<file path="config.mk">
export PLATFORM = sky130hd
export DESIGN_NAME = seg_scan_ctrl
export DESIGN_NICKNAME = d
export VERILOG_FILES = /design/src/rtl/seg_scan_ctrl.sv
export SDC_FILE = /design/constraint.sdc
export NUM_CORES = 1
export LEC_CHECK = 0
export ABC_AREA = 1
export BUFFER_PORTS_ARGS = -buffer_cell sky130_fd_sc_hd__buf_2
export CAP_MARGIN = 20
export CORE_ASPECT_RATIO = 0.6
export CORE_MARGIN = 4
export CORE_UTILIZATION = 55
export CTS_CLUSTER_DIAMETER = 60
export CTS_CLUSTER_SIZE = 12
export DETAILED_ROUTE_END_ITERATION = 10
export PLACE_DENSITY_LB_ADDON = 0.12
export RECOVER_POWER = 25
export SLEW_MARGIN = 20
export SYNTH_ARGS = -nofsm -noshare
export SYNTH_HDL_FRONTEND = slang
export SYNTH_SLANG_ARGS = --single-unit
export TNS_END_PERCENT = 5
</file>
<file path="constraint.sdc">
create_clock -name clk -period 2.5 [get_ports clk]
set_clock_uncertainty 0.05 [all_clocks]
set_input_delay 0.125 -clock clk [delete_from_list [all_inputs] [get_ports clk]]
set_output_delay 0.125 -clock clk [all_outputs]
set_load 0.02 [all_outputs]
</file>
<file path="src/rtl/seg_scan_ctrl.sv">
// seg_scan_ctrl: multiplexed common-anode seven-segment scanner.
// Latches a hex word and decimal points into shadow registers, scans them
// over DIGITS digits at a programmable slot length, with optional
// leading-zero blanking and per-digit blinking. Outputs are active-low
// and registered, so they lag the scan state by one clock.
module seg_scan_ctrl #(
    parameter int DIGITS   = 4,
    parameter int SCAN_DIV = 100000,
    parameter int BLINK_W  = 5
) (
    input  logic                  clk,
    input  logic                  rst,
    input  logic [4*DIGITS-1:0]   data,
    input  logic [DIGITS-1:0]     dp,
    input  logic                  load,
    input  logic                  blank_lz,
    input  logic [DIGITS-1:0]     blink_mask,
    output logic [DIGITS-1:0]     AN,
    output logic [7:0]            SEGMENT
);

    localparam int PW = (SCAN_DIV > 1) ? $clog2(SCAN_DIV) : 1;
    localparam int IW = (DIGITS > 1) ? $clog2(DIGITS) : 1;
    localparam logic [PW-1:0] PCNT_LAST = PW'(SCAN_DIV - 1);
    localparam logic [IW-1:0] IDX_LAST  = IW'(DIGITS - 1);

    // Active-low hex decode, bit order {g,f,e,d,c,b,a}.
    function automatic logic [6:0] hex_decode(input logic [3:0] nib);
        logic [6:0] seg;
        case (nib)
            4'h0: seg = 7'h40;
            4'h1: seg = 7'h79;
            4'h2: seg = 7'h24;
            4'h3: seg = 7'h30;
            4'h4: seg = 7'h19;
            4'h5: seg = 7'h12;
            4'h6: seg = 7'h02;
            4'h7: seg = 7'h78;
            4'h8: seg = 7'h00;
            4'h9: seg = 7'h10;
            4'hA: seg = 7'h08;
            4'hB: seg = 7'h03;
            4'hC: seg = 7'h46;
            4'hD: seg = 7'h21;
            4'hE: seg = 7'h06;
            4'hF: seg = 7'h0E;
            default: seg = 7'h7F;
        endcase
        return seg;
    endfunction

    logic [4*DIGITS-1:0] sh_data_r;
    logic [DIGITS-1:0]   sh_dp_r;
    logic [PW-1:0]       pcnt_r;
    logic [IW-1:0]       idx_r;
    logic [BLINK_W-1:0]  fcnt_r;
    logic                blink_ph_r;
    logic [DIGITS-1:0]   an_r;
    logic [7:0]          seg_r;

    logic                tick_s;
    logic                frame_end_s;
    logic [DIGITS-1:0]   sel_s;
    logic [DIGITS-1:0]   lz_mask_s;
    logic                zero_run_s;
    logic [3:0]          nib_s;
    logic                dp_s;
    logic                blank_s;
    logic [7:0]          seg_next_s;

    assign tick_s      = (pcnt_r == PCNT_LAST);
    assign frame_end_s = tick_s && (idx_r == IDX_LAST);

    // Shadow registers: the display only ever sees data captured on load.
    always_ff @(posedge clk or posedge rst) begin
        if (rst) begin
            sh_data_r <= '0;
            sh_dp_r   <= '0;
        end else if (load) begin
            sh_data_r <= data;
            sh_dp_r   <= dp;
        end
    end

    // Prescaler: one tick every SCAN_DIV cycles.
    always_ff @(posedge clk or posedge rst) begin
        if (rst) begin
            pcnt_r <= '0;
        end else if (tick_s) begin
            pcnt_r <= '0;
        end else begin
            pcnt_r <= pcnt_r + PW'(1);
        end
    end

    // Digit index advances on each tick and wraps at the last digit.
    always_ff @(posedge clk or posedge rst) begin
        if (rst) begin
            idx_r <= '0;
        end else if (tick_s) begin
            if (idx_r == IDX_LAST) begin
                idx_r <= '0;
            end else begin
                idx_r <= idx_r + IW'(1);
            end
        end
    end

    // Frame counter and blink phase, touched only at frame end.
    always_ff @(posedge clk or posedge rst) begin
        if (rst) begin
            fcnt_r     <= '0;
            blink_ph_r <= 1'b0;
        end else if (frame_end_s) begin
            fcnt_r <= fcnt_r + BLINK_W'(1);
            if (fcnt_r == {BLINK_W{1'b1}}) begin
                blink_ph_r <= ~blink_ph_r;
            end
        end
    end

    // One-hot digit select plus leading-zero mask scanned from the top digit.
    always_comb begin
        sel_s      = '0;
        lz_mask_s  = '0;
        zero_run_s = 1'b1;
        for (int i = DIGITS - 1; i >= 0; i--) begin
            zero_run_s   = zero_run_s & (sh_data_r[4*i +: 4] == 4'h0);
            lz_mask_s[i] = blank_lz && (i != 0) && zero_run_s;
            sel_s[i]     = (idx_r == IW'(i));
        end
    end

    // Pick the current nibble/dp and build the next segment pattern.
    always_comb begin
        nib_s = 4'h0;
        for (int i = 0; i < DIGITS; i++) begin
            nib_s = nib_s | (sh_data_r[4*i +: 4] & {4{sel_s[i]}});
        end
        dp_s    = |(sel_s & sh_dp_r);
        blank_s = (|(sel_s & lz_mask_s)) | ((|(sel_s & blink_mask)) & blink_ph_r);
        if (blank_s) begin
            seg_next_s = 8'hFF;
        end else begin
            seg_next_s = {~dp_s, hex_decode(nib_s)};
        end
    end

    // Output register; blanked digits keep their anode enabled.
    always_ff @(posedge clk or posedge rst) begin
        if (rst) begin
            an_r  <= '1;
            seg_r <= 8'hFF;
        end else begin
            an_r  <= ~sel_s;
            seg_r <= seg_next_s;
        end
    end

    assign AN      = an_r;
    assign SEGMENT = seg_r;

endmodule
</file>
==> impl_results.html <==
<table>
<tr><th>Metric</th><th>Value</th></tr>
<tr><th colspan="2">Finish</th></tr>
<tr><td>Area growth from synthesis to layout</td><td>23.61%</td></tr>
<tr><td>NumNets Final</td><td>482</td></tr>
<tr><td>Fraction of layout instances using a drive strength above 1</td><td>0.2422</td></tr>
<tr><td>Count of inserted antenna diode cells</td><td>0</td></tr>
<tr><td>Layout fillers</td><td>400</td></tr>
<tr><td>Total non-filler cell area in the finished layout</td><td>3819 um^2</td></tr>
<tr><th colspan="2">Place</th></tr>
<tr><td>IO Port Bufs</td><td>39</td></tr>
<tr><td>HPWL Detailed</td><td>around 5000 um</td></tr>
<tr><td>Routability congestion estimate</td><td>0.9405</td></tr>
<tr><td>Placement-stage cell area</td><td>around 3400 um^2</td></tr>
<tr><th colspan="2">GRT</th></tr>
<tr><td>Leftover overflow at the end of global routing</td><td>0</td></tr>
<tr><td>Global-route wire length before repair</td><td>between 10000 and 15000 um</td></tr>
<tr><td>Vias in the first global route</td><td>between 2000 and 2500</td></tr>
<tr><td>Initial antenna violation count</td><td>0</td></tr>
<tr><td>Global-route usage over all layers</td><td>0.2297</td></tr>
<tr><td>Maximum number of pins on one net before global-route repair</td><td>58</td></tr>
<tr><th colspan="2">Synth</th></tr>
<tr><td>Flops &amp; latches, synth</td><td>57</td></tr>
<tr><td>Area share of the leading cell type in the synthesized netlist</td><td>0.3645</td></tr>
<tr><td>Post-synth design cell area</td><td>3089 um^2</td></tr>
<tr><td>Fraction of the yosys area taken by sequential cells</td><td>0.4666</td></tr>
<tr><td>Synth warnings</td><td>0</td></tr>
<tr><td>Prevailing post-synth register cell</td><td>dfrtp_1</td></tr>
<tr><td>Number of distinct library cells after synthesis</td><td>33</td></tr>
<tr><td>Cells after Synth</td><td>371</td></tr>
<tr><td>Leading cell types by total area after synthesis</td><td>dfrtp_1 36%, nand2_1 13%, dfstp_2 10%</td></tr>
<tr><td>Cell with the most instances after synthesis</td><td>nand2_1</td></tr>
<tr><td>Commonest cells in the synthesized netlist</td><td>110 x nand2_1, 51 x inv_1, 45 x dfrtp_1</td></tr>
<tr><td>EDFF count, synth</td><td>0</td></tr>
<tr><td>Synthesized area divided by synthesized cell count</td><td>about 8.3 um^2</td></tr>
<tr><td>Proportion of register bits with asynchronous set or reset after synthesis</td><td>1.000</td></tr>
<tr><td>Biggest area consumer among synthesized cells</td><td>dfrtp_1</td></tr>
<tr><td>Net count after synthesis</td><td>between 400 and 500</td></tr>
<tr><th colspan="2">Hold path</th></tr>
<tr><td>Min-delay worst type</td><td>in2reg</td></tr>
<tr><td>Cell depth of the worst hold path</td><td>3</td></tr>
<tr><th colspan="2">STA</th></tr>
<tr><td>Max Freq</td><td>around 440 MHz</td></tr>
<tr><td>Final period utilization</td><td>0.9098</td></tr>
<tr><td>Final TNS setup</td><td>0 ns</td></tr>
<tr><td>Final number of hold-violating endpoints</td><td>0</td></tr>
<tr><td>Time the worst path needs with I/O delays and setup</td><td>2.274 ns</td></tr>
<tr><td>Slew at the pin closest to its max-slew limit</td><td>1.372 ns</td></tr>
<tr><td>Worst max-slew margin expressed relative to the limit</td><td>0.08523</td></tr>
<tr><td>Count of final setup violators</td><td>0</td></tr>
<tr><td>Slew Viols, Final</td><td>0</td></tr>
<tr><td>RSZ-0062 raised after global routing</td><td>no</td></tr>
<tr><th colspan="2">Clock tree</th></tr>
<tr><td>Clock transition at the registers of the reported paths</td><td>about 0.060 ns</td></tr>
<tr><td>Inserted Clock Buffers</td><td>9</td></tr>
<tr><td>Skew-Pair Late Insertion Delay</td><td>0.33 ns</td></tr>
<tr><td>Number of buffers between clock root and the deepest sink</td><td>2</td></tr>
<tr><td>CTS hold repair buffers</td><td>20</td></tr>
<tr><td>Total of cells resized after clock tree synthesis</td><td>0</td></tr>
<tr><td>H-tree lvl count</td><td>3</td></tr>
<tr><td>Clock root buffer master</td><td>clkbuf_8</td></tr>
<tr><td>Buffers inserted during post-CTS setup optimization</td><td>0</td></tr>
<tr><td>TritonCTS clock tree</td><td>yes</td></tr>
<tr><td>Number of clock sinks</td><td>57</td></tr>
<tr><th colspan="2">Power</th></tr>
<tr><td>Switching power</td><td>~0.00054 W</td></tr>
<tr><td>Clock power share</td><td>0.453</td></tr>
<tr><td>IR drop worst, VDD</td><td>about 0.36 mV</td></tr>
<tr><td>Pwr per Cell Area</td><td>around 610 nW/um^2</td></tr>
<tr><td>Combinational cell fraction of total power</td><td>0.112</td></tr>
<tr><td>Proportion of total power due to net switching</td><td>0.2333</td></tr>
<tr><td>Internal Dissipation</td><td>between 0.0015 and 0.002 W</td></tr>
<tr><td>Overall Power</td><td>around 0.0023 W</td></tr>
<tr><td>Static Leak</td><td>a little over 2 nW</td></tr>
<tr><td>Reg power frac</td><td>0.436</td></tr>
<tr><th colspan="2">Floorplanning</th></tr>
<tr><td>Die span in x</td><td>roughly 100 um</td></tr>
<tr><td>Y dimension of the die</td><td>roughly 66 um</td></tr>
<tr><td>Row count</td><td>20</td></tr>
<tr><td>Core footprint</td><td>roughly 5300 um^2</td></tr>
<tr><td>Area of the die</td><td>6919 um^2</td></tr>
<tr><td>Ports</td><td>40</td></tr>
<tr><td>Initial standard-cell utilization of the core</td><td>0.5879</td></tr>
<tr><th colspan="2">Critical path</th></tr>
<tr><td>Largest stage delay on the critical path</td><td>0.42 ns</td></tr>
<tr><td>Most frequent cell on the critical path</td><td>nand2_1</td></tr>
<tr><td>Critical Setup Path Class</td><td>reg2reg</td></tr>
<tr><td>Cell with the largest stage delay on the worst path</td><td>dfrtp_1</td></tr>
<tr><td>Maximum fanout along the worst path</td><td>6</td></tr>
<tr><td>Worst-path cell chain</td><td>inv_1 &gt; ha_1 &gt; nand2_1 &gt; nand2_1 &gt; nor2_1 &gt; inv_1 &gt; ha_1 &gt; nand2_1 &gt; nand2_1 &gt; nand2_1 &gt; nand2_1 &gt; inv_1 &gt; nand2_1</td></tr>
<tr><td>Kind of start point of the critical path</td><td>flip-flop</td></tr>
<tr><td>Critical path capture point type</td><td>flip-flop</td></tr>
<tr><td>Data required time at the worst endpoint</td><td>about 2.7 ns</td></tr>
<tr><td>Worst Reg2Reg Path Length in Cells</td><td>13</td></tr>
<tr><td>Arrival time worst endpoint</td><td>between 2 and 2.5 ns</td></tr>
<tr><th colspan="2">Detailed routing</th></tr>
<tr><td>Number of detailed-routing iterations run before antenna repair</td><td>5</td></tr>
<tr><td>Sum of routed wire length over all layers</td><td>7005 um</td></tr>
<tr><td>DRC violations left</td><td>0</td></tr>
<tr><td>Average via count per standard cell</td><td>between 4 and 5</td></tr>
<tr><td>Count of nets left with antenna violations after detail routing</td><td>0</td></tr>
<tr><td>Via total after detailed routing</td><td>roughly 2600</td></tr>
<tr><td>Number of DRC markers after the initial detailed-route iteration</td><td>about 160</td></tr>
<tr><td>Routed wire length per instance</td><td>between 10 and 15 um</td></tr>
<tr><th colspan="2">Flow run</th></tr>
<tr><td>Max-Cap Viols</td><td>0</td></tr>
<tr><th colspan="2">Outcome</th></tr>
<tr><td>Outcome</td><td>complete, no violations</td></tr>
</table>
## cells by family (layout without fill, tap and decap cells)
| group | count (synthesis) | count (layout) | synth area share |
|---|---|---|---|
| AO/OA/AOI/OAI | 25 | 25 | 0.04253 |
| XOR/XNOR | 8 | 8 | 0.02511 |
| adder cells (fa/ha/maj) | 13 | 13 | 0.05265 |
| buffers and inverters | 59 | 134 | 0.07371 |
| flip-flops | 57 | 57 | 0.4666 |
| multiplexers | 13 | 13 | 0.04739 |
| AND/OR/NAND/NOR | 196 | 196 | 0.2920 |
## per-layer routing
layer / vias to the layer above / track usage / wire (um)
met5: - / 0 / 0
met4: 0 / 0.05565 / 63
met3: 7 / 0.06146 / 502
met2: 80 / 0.3482 / 2986
met1: 1177 / 0.3296 / 3452
li1: 1295 / - / -
## area by class of cell
cell class | count | area, um^2 | share of cell area
Multi-Input combinational cell | 255 | 1420 | 0.3719
Sequential cell | 57 | 1441 | 0.3775
Timing Repair Buffer | 63 | 424.2 | 0.1111
Tap cell | 66 | 82.58 | 0.02163
Clock inverter | 5 | 102.6 | 0.02687
Clock buffer | 11 | 141.4 | 0.03703
Inverter | 55 | 206.4 | 0.05406
## through the flow
step / instances / utilization / setup slack (ns) / hold slack (ns)
2_1_floorplan: 371 / - / 0.6113 / 0.1960
3_3_place_gp: 475 / 0.6410 / 0.4484 / 0.2881
3_5_place_dp: 475 / 0.6410 / 0.2973 / 0.2864
4_1_cts: 511 / 0.7255 / 0.2824 / 0.006867
5_1_grt: 512 / 0.7267 / 0.07652 / 0.2309
6_report: 512 / 0.7267 / 0.2256 / 0.2275
## state kept, by name, summed over array words and instances, names as in the netlist
name	count
pcnt_r	17
blink_ph_r	1
sh_dp_r	4
fcnt_r	5
AN	4
sh_data_r	16
SEGMENT	8
idx_r	2
## power groups by stage
stage                     combinational [W]  sequential [W]  clock [W]
final                              0.000260         0.00101    0.00106
after global routing               0.000293         0.00102    0.00113
after CTS                          0.000258         0.00101    0.00107
after detailed placement           0.000233         0.00103          0
after global placement             0.000230         0.00103          0
after floorplan                    0.000133         0.00105          0
## cells in the final DEF (no fill, tap or decap), drive strengths merged, types with 3 or more instances in the layout
| cell | netlist | layout |
|---|---|---|
| o21ai | 15 | 15 |
| xor2 | 5 | 5 |
| inv | 55 | 55 |
| dfstp | 12 | 12 |
| dfrtp | 45 | 45 |
| nor3 | 7 | 7 |
| buf | 3 | 40 |
| nand3 | 16 | 16 |
| nor2 | 43 | 43 |
| xnor2 | 3 | 3 |
| nand4 | 7 | 7 |
| a21oi | 8 | 8 |
| mux2 | 13 | 13 |
| nand2 | 120 | 120 |
| dlygate4sd3 | 0 | 21 |
| clkbuf | 1 | 13 |
| ha | 13 | 13 |
| bufinv | 0 | 3 |
## critical path: cells and delay by family, from the launching register on
family                   cells  cell delay [ns]
buffers and inverters        3             0.33
flip-flops                   1             0.42
AND/OR/NAND/NOR              8             0.85
adder cells (fa/ha/maj)      2             0.54
## path summary, 6_finish.rpt
check / from / to / slack [ns]
setup / recovery: idx_r[0]$_DFFE_PP0N_ / SEGMENT[3]$_DFF_PP1_ / 0.23
hold / removal: load / sh_data_r[8]$_DFFE_PP0P_ / 0.23
setup reg to reg: idx_r[0]$_DFFE_PP0N_ / SEGMENT[3]$_DFF_PP1_ / 0.23
hold reg to reg: fcnt_r[3]$_DFFE_PP0P_ / fcnt_r[3]$_DFFE_PP0P_ / 0.45
max in group asynchronous: rst / pcnt_r[7]$_DFF_PP0_ / 0.79
min in group asynchronous: rst / fcnt_r[3]$_DFFE_PP0P_ / 0.78
Power figures use the tool's default switching activity.
